### src/rtl/ecc_ram_scrub_ctrl.sv
// Host access controller and background scrubber for the 2048x32 ECC RAM wrapper.
// Build option: define ECC_AUTO_WRITEBACK_EN to write corrected single-bit data back to the RAM.
module ecc_ram_scrub_ctrl #(
    parameter int ADDR_W         = 11,
    parameter int DATA_W         = 32,
    parameter int SCRUB_INTERVAL = 1024,
    parameter int CNT_W          = 16
) (
    input  logic              CLK,
    input  logic              RESET,
    input  logic              REQ_VALID,
    output logic              REQ_READY,
    input  logic              REQ_WRITE,
    input  logic [ADDR_W-1:0] REQ_ADDR,
    input  logic [DATA_W-1:0] REQ_WDATA,
    output logic              RSP_VALID,
    output logic [DATA_W-1:0] RSP_RDATA,
    output logic              RSP_ERR,
    output logic [DATA_W-1:0] RAM_WD,
    output logic [ADDR_W-1:0] RAM_WADDR,
    output logic              RAM_WEN,
    output logic [ADDR_W-1:0] RAM_RADDR,
    input  logic [DATA_W-1:0] RAM_RD,
    input  logic              RAM_SB_CORRECT,
    input  logic              RAM_DB_DETECT,
    input  logic              SCRUB_EN,
    input  logic              IRQ_CLR,
    output logic              DB_IRQ,
    output logic [ADDR_W-1:0] DB_ADDR,
    output logic [CNT_W-1:0]  SB_COUNT,
    output logic [CNT_W-1:0]  DB_COUNT
);

    localparam int              TIMER_W      = $clog2(SCRUB_INTERVAL);
    localparam logic [TIMER_W-1:0] TIMER_RELOAD = TIMER_W'(SCRUB_INTERVAL - 1);

`ifdef ECC_AUTO_WRITEBACK_EN
    typedef enum logic [1:0] {IDLE, HOST_RD, SCRUB_RD, WRITEBACK} state_e;
`else
    typedef enum logic [1:0] {IDLE, HOST_RD, SCRUB_RD} state_e;
`endif

    state_e              state_q;
    logic [ADDR_W-1:0]   addr_q;
    logic [ADDR_W-1:0]   scrub_ptr_q;
    logic [TIMER_W-1:0]  timer_q;
    logic                scrub_pending_q;
    logic                rsp_valid_q;
    logic [DATA_W-1:0]   rsp_rdata_q;
    logic                rsp_err_q;
    logic                db_irq_q;
    logic [ADDR_W-1:0]   db_addr_q;
    logic [CNT_W-1:0]    sb_count_q;
    logic [CNT_W-1:0]    db_count_q;
`ifdef ECC_AUTO_WRITEBACK_EN
    logic [DATA_W-1:0]   wb_data_q;
`endif

    // RAM port steering: host writes go straight through while idle, and a
    // write is never issued in a cycle that launches a checked read.
    always_comb begin
        REQ_READY = 1'b0;
        RAM_WEN   = 1'b0;
        RAM_WADDR = REQ_ADDR;
        RAM_WD    = REQ_WDATA;
        RAM_RADDR = REQ_ADDR;
        if (!RESET) begin
            case (state_q)
                IDLE: begin
                    REQ_READY = !scrub_pending_q;
                    if (scrub_pending_q) begin
                        RAM_RADDR = scrub_ptr_q;
                    end else if (REQ_VALID && REQ_WRITE) begin
                        RAM_WEN = 1'b1;
                    end
                end
`ifdef ECC_AUTO_WRITEBACK_EN
                WRITEBACK: begin
                    RAM_WEN   = 1'b1;
                    RAM_WADDR = addr_q;
                    RAM_WD    = wb_data_q;
                end
`endif
                default: ;
            endcase
        end
    end

    always_ff @(posedge CLK or posedge RESET) begin
        if (RESET) begin
            state_q         <= IDLE;
            addr_q          <= '0;
            scrub_ptr_q     <= '0;
            timer_q         <= TIMER_RELOAD;
            scrub_pending_q <= 1'b0;
            rsp_valid_q     <= 1'b0;
            rsp_rdata_q     <= '0;
            rsp_err_q       <= 1'b0;
            db_irq_q        <= 1'b0;
            db_addr_q       <= '0;
            sb_count_q      <= '0;
            db_count_q      <= '0;
`ifdef ECC_AUTO_WRITEBACK_EN
            wb_data_q       <= '0;
`endif
        end else begin
            rsp_valid_q <= 1'b0;
            if (IRQ_CLR) begin
                db_irq_q <= 1'b0;
            end

            // The timer parks at zero with a scrub pending until the scrub is launched.
            if (state_q == IDLE && scrub_pending_q) begin
                timer_q         <= TIMER_RELOAD;
                scrub_pending_q <= 1'b0;
            end else if (SCRUB_EN) begin
                if (timer_q == '0) begin
                    scrub_pending_q <= 1'b1;
                end else begin
                    timer_q <= timer_q - 1'b1;
                end
            end

            case (state_q)
                IDLE: begin
                    if (scrub_pending_q) begin
                        addr_q  <= scrub_ptr_q;
                        state_q <= SCRUB_RD;
                    end else if (REQ_VALID && !REQ_WRITE) begin
                        addr_q  <= REQ_ADDR;
                        state_q <= HOST_RD;
                    end
                end
                HOST_RD, SCRUB_RD: begin
                    if (state_q == HOST_RD) begin
                        rsp_valid_q <= 1'b1;
                        rsp_rdata_q <= RAM_RD;
                        rsp_err_q   <= RAM_DB_DETECT;
                    end else begin
                        scrub_ptr_q <= scrub_ptr_q + 1'b1;
                    end
                    state_q <= IDLE;
                    // A double-bit error takes precedence and is never written back.
                    if (RAM_DB_DETECT) begin
                        if (db_count_q != '1) begin
                            db_count_q <= db_count_q + 1'b1;
                        end
                        db_irq_q  <= 1'b1;
                        db_addr_q <= addr_q;
                    end else if (RAM_SB_CORRECT) begin
                        if (sb_count_q != '1) begin
                            sb_count_q <= sb_count_q + 1'b1;
                        end
`ifdef ECC_AUTO_WRITEBACK_EN
                        wb_data_q <= RAM_RD;
                        state_q   <= WRITEBACK;
`endif
                    end
                end
`ifdef ECC_AUTO_WRITEBACK_EN
                WRITEBACK: begin
                    state_q <= IDLE;
                end
`endif
                default: begin
                    state_q <= IDLE;
                end
            endcase
        end
    end

    assign RSP_VALID = rsp_valid_q;
    assign RSP_RDATA = rsp_rdata_q;
    assign RSP_ERR   = rsp_err_q;
    assign DB_IRQ    = db_irq_q;
    assign DB_ADDR   = db_addr_q;
    assign SB_COUNT  = sb_count_q;
    assign DB_COUNT  = db_count_q;

endmodule

### config.mk
export PLATFORM = sky130hd
export DESIGN_NAME = ecc_ram_scrub_ctrl
export DESIGN_NICKNAME = d
export VERILOG_FILES = /design/src/rtl/ecc_ram_scrub_ctrl.sv
export SDC_FILE = /design/constraint.sdc
export NUM_CORES = 1
export LEC_CHECK = 0
export ABC_AREA = 0
export CORE_MARGIN = 2
export CORE_UTILIZATION = 47
export CTS_CLUSTER_SIZE = 25
export DETAILED_ROUTE_END_ITERATION = 16
export GPL_ROUTABILITY_DRIVEN = 0
export PLACE_DENSITY = 0.86
export SETUP_SLACK_MARGIN = 0.5
export SLEW_MARGIN = 20
export SYNTH_ARGS = -nofsm -noshare
export SYNTH_HDL_FRONTEND = slang
export SYNTH_SLANG_ARGS = --single-unit
### constraint.sdc
create_clock -name CLK -period 9.1 [get_ports CLK]
set_input_delay 1.82 -clock CLK [delete_from_list [all_inputs] [get_ports CLK]]
set_output_delay 1.82 -clock CLK [all_outputs]
set_load 0.05 [all_outputs]
==> metrics.txt <==
post-place setup slack=2.61 ns; die height=111 um; syn nets=556; RSZ-0062 raised after global routing=false; Netlist cell types=46; Power Density=344 nW/um2; Final Util=65.3%; Post-CTS Hold Fix Bufs=0; Final Max Slew Viols=0; Starting DRT DRC Count=163; Die Wd=111 um; clk buf depth=2; Setup-failing EPs final=0; Syn Inst Count=466; number of antenna violations at the first check in global routing=0; Antenna diodes=0; Critical Path Start Type=input port; die area=12400 um2; non-filler cells, final=742; Clk pin slew, worst setup/hold paths=0.05 ns; post-CTS sizing=0; maximum vdd drop=0.245 mV; Synth top cells by count=dfrtp_1, mux2_2, buf_4; ratio of final minimum period to clock period=70.6%; Yosys Warn Count=0; share of cells above drive strength 1=18.2%; core area=11300 um2; post-DP HPWL=8.98 mm; clk_skew=0.00884 ns; Worst-Skew Late Latency=0.40 ns; Setup Buffers After CTS=0; vias in the first global route=4098; Async SR Flop Fraction=100%; Post-Synth XOR/XNOR Area=6.31%; Critical Path Start=RESET; outcome=completed; Crit Path Max Fanout=66; CP Class=input port to output port; Total GRT Usage=20.9%; Worst setup EP type=output port; Synth area leader=dfrtp_1; synthesis-stage register bit count=113; actual slew at the worst max-slew pin=0.814 ns; drt drc=0; Initial Utilization=47.8%; Post-Synth Simple-Gate Area=13.7%; Req. time, crit path=7.28 ns; CTS tree=done; reg2reg end=SB_COUNT[9]$_DFFE_PP0P_; largest family of logic cells by synthesized area=multiplexers; FF-to-FF path depth=5; Avg Inst Size Synth=11.6 um2; filler instances=853; Pleak=3.16 nW; max-cap violation count=0; critical path's most frequent cell=clkdlybuf4s50_1; DRT Wirelength=12.5 mm; flop2flop setup slack=7.03 ns; DR WL/cell=16.8 um; H-tree depth=4; Worst Setup Slack, final=2.67 ns; CP arrival=4.61 ns; most common cell in the netlist=dfrtp_1; via count=3998; setup TNS=0 ns; Post-Syn Area=5420 um2; slew margin rel.=45.8%; Tmin final=6.43 ns; iteration count of the initial detailed-routing pass=4; Max stage delay on crit path=0.81 ns; post-synth top area share=47.6%; R2R Path Start=SB_COUNT[0]$_DFFE_PP0P_; standard-cell row count=39; largest net degree at the start of global routing=67; Main synth FF type=dfrtp_1; Worst Hold Class=flip-flop to flip-flop; Fin. Hold Viols=0; Area contributors post-synth=dfrtp_1, mux2_2, buf_4; number of CTS-inserted buffers=17; Compound-Gate Fraction of Synth Area=4.11%; IO buf count=152; slowest CP cell=clkdlybuf4s50_1; crit path capture=RAM_RADDR[5]; Adder-Cell Fraction of Synth Area=1.62%; Vias/cell=5.39; register area share after synthesis=52.4%; first-pass GRT wire length=20.8 mm; I/O Pins=217; # nets final=676; placed cells=710; mux cell area share after synthesis=14.5%; Fmax=156 MHz; Synth-to-Final Area Change=36.5%; Root Buffer=clkbuf_16; Post-synth EDFFs=0; crit-path cells=clkdlybuf4s50_1, inv_4, nand2_1, mux2_2, clkdlybuf4s50_1; Num Clock Sinks=113; gr ovfl total=0; DRT antenna net count=0
[routing by layer]
layer	vias up	wire [um]	track usage, %
met5	-	0	0
met4	0	157	7.98
met3	24	749	5.99
met2	154	6510	35.8
met1	1955	5080	25.3
li1	1865	-	-
[state kept, by name (all words and copies together) (netlist names)]
register         count
DB_IRQ               1
DB_COUNT            16
RSP_ERR              1
DB_ADDR             11
SB_COUNT            16
RSP_RDATA           32
scrub_pending_q      1
timer_q             10
RSP_VALID            1
scrub_ptr_q         11
state_q              2
addr_q              11
[worst min-delay path by stage]
stage | endpoint | depth (start not counted) | startpoint | slack (ns)
floorplan | addr_q[0]$_DFFE_PP0P_ | 2 | addr_q[0]$_DFFE_PP0P_ | 0.45
global placement | addr_q[0]$_DFFE_PP0P_ | 2 | addr_q[0]$_DFFE_PP0P_ | 0.46
detailed placement | addr_q[10]$_DFFE_PP0P_ | 2 | addr_q[10]$_DFFE_PP0P_ | 0.47
CTS | addr_q[9]$_DFFE_PP0P_ | 2 | addr_q[9]$_DFFE_PP0P_ | 0.49
global route | RSP_RDATA[7]$_DFFE_PP0P_ | 1 | RSP_RDATA[7]$_DFFE_PP0P_ | 0.51
finish | addr_q[6]$_DFFE_PP0P_ | 2 | addr_q[6]$_DFFE_PP0P_ | 0.48
[cells in the final DEF (no fill, tap or decap), types with 3 or more instances in the layout]
| cell type | count |
|---|---|
| bufinv_16 | 3 |
| a31oi_1 | 4 |
| a21oi_1 | 4 |
| mux2i_1 | 11 |
| xnor2_1 | 20 |
| nor3_1 | 9 |
| xor2_1 | 19 |
| clkdlybuf4s50_1 | 152 |
| mux2_2 | 60 |
| dfrtp_1 | 103 |
| clkinv_2 | 3 |
| nand2_1 | 34 |
| dfstp_2 | 10 |
| and2_1 | 3 |
| clkbuf_16 | 17 |
| and3_1 | 9 |
| nand2b_1 | 3 |
| nor4_1 | 7 |
| nand3_1 | 14 |
| nor2_1 | 21 |
| clkbuf_8 | 4 |
| ha_1 | 7 |
| nand4_1 | 16 |
| inv_1 | 8 |
| o21ai_0 | 15 |
| and4_1 | 6 |
[logic make-up after synthesis]
group                    count (synthesis)
AND/OR/NAND/NOR                        138
flip-flops                             113
multiplexers                            71
buffers and inverters                   62
XOR/XNOR                                39
AO/OA/AOI/OAI                           36
adder cells (fa/ha/maj)                  7
[cell type report]
type	count	area, um2	area share, %
Sequential cell	113	2840	38.4
Clock inverter	9	129	1.74
Timing Repair Buffer	154	1540	20.8
Tap cell	143	179	2.42
Clock buffer	23	488	6.60
Multi-Input combinational cell	291	2190	29.6
Inverter	9	36.3	0.491
[critical path: cells and delay by family]
kind,cells,cell delay (ns)
buffers and inverters,3,1.88
AND/OR/NAND/NOR,1,0.52
multiplexers,1,0.36
[where the power goes]
group          total, mW  internal, mW  switching [mW]
sequential         0.788         0.676           0.112
clock              0.683         0.458           0.225
combinational       1.07         0.399           0.673
total               2.54          1.53            1.01
[metrics by stage]
stage / hold WS [ns] / total power [mW] / instance area (um2)
after floorplan: 0.446 / 1.54 / 5420
after global placement: 0.464 / 1.84 / 6770
after detailed placement: 0.474 / 1.87 / 6770
after CTS: 0.488 / 2.56 / 7390
after global routing: 0.515 / 2.65 / 7390
final: 0.480 / 2.54 / 7390
Power figures use the tool's default switching activity.
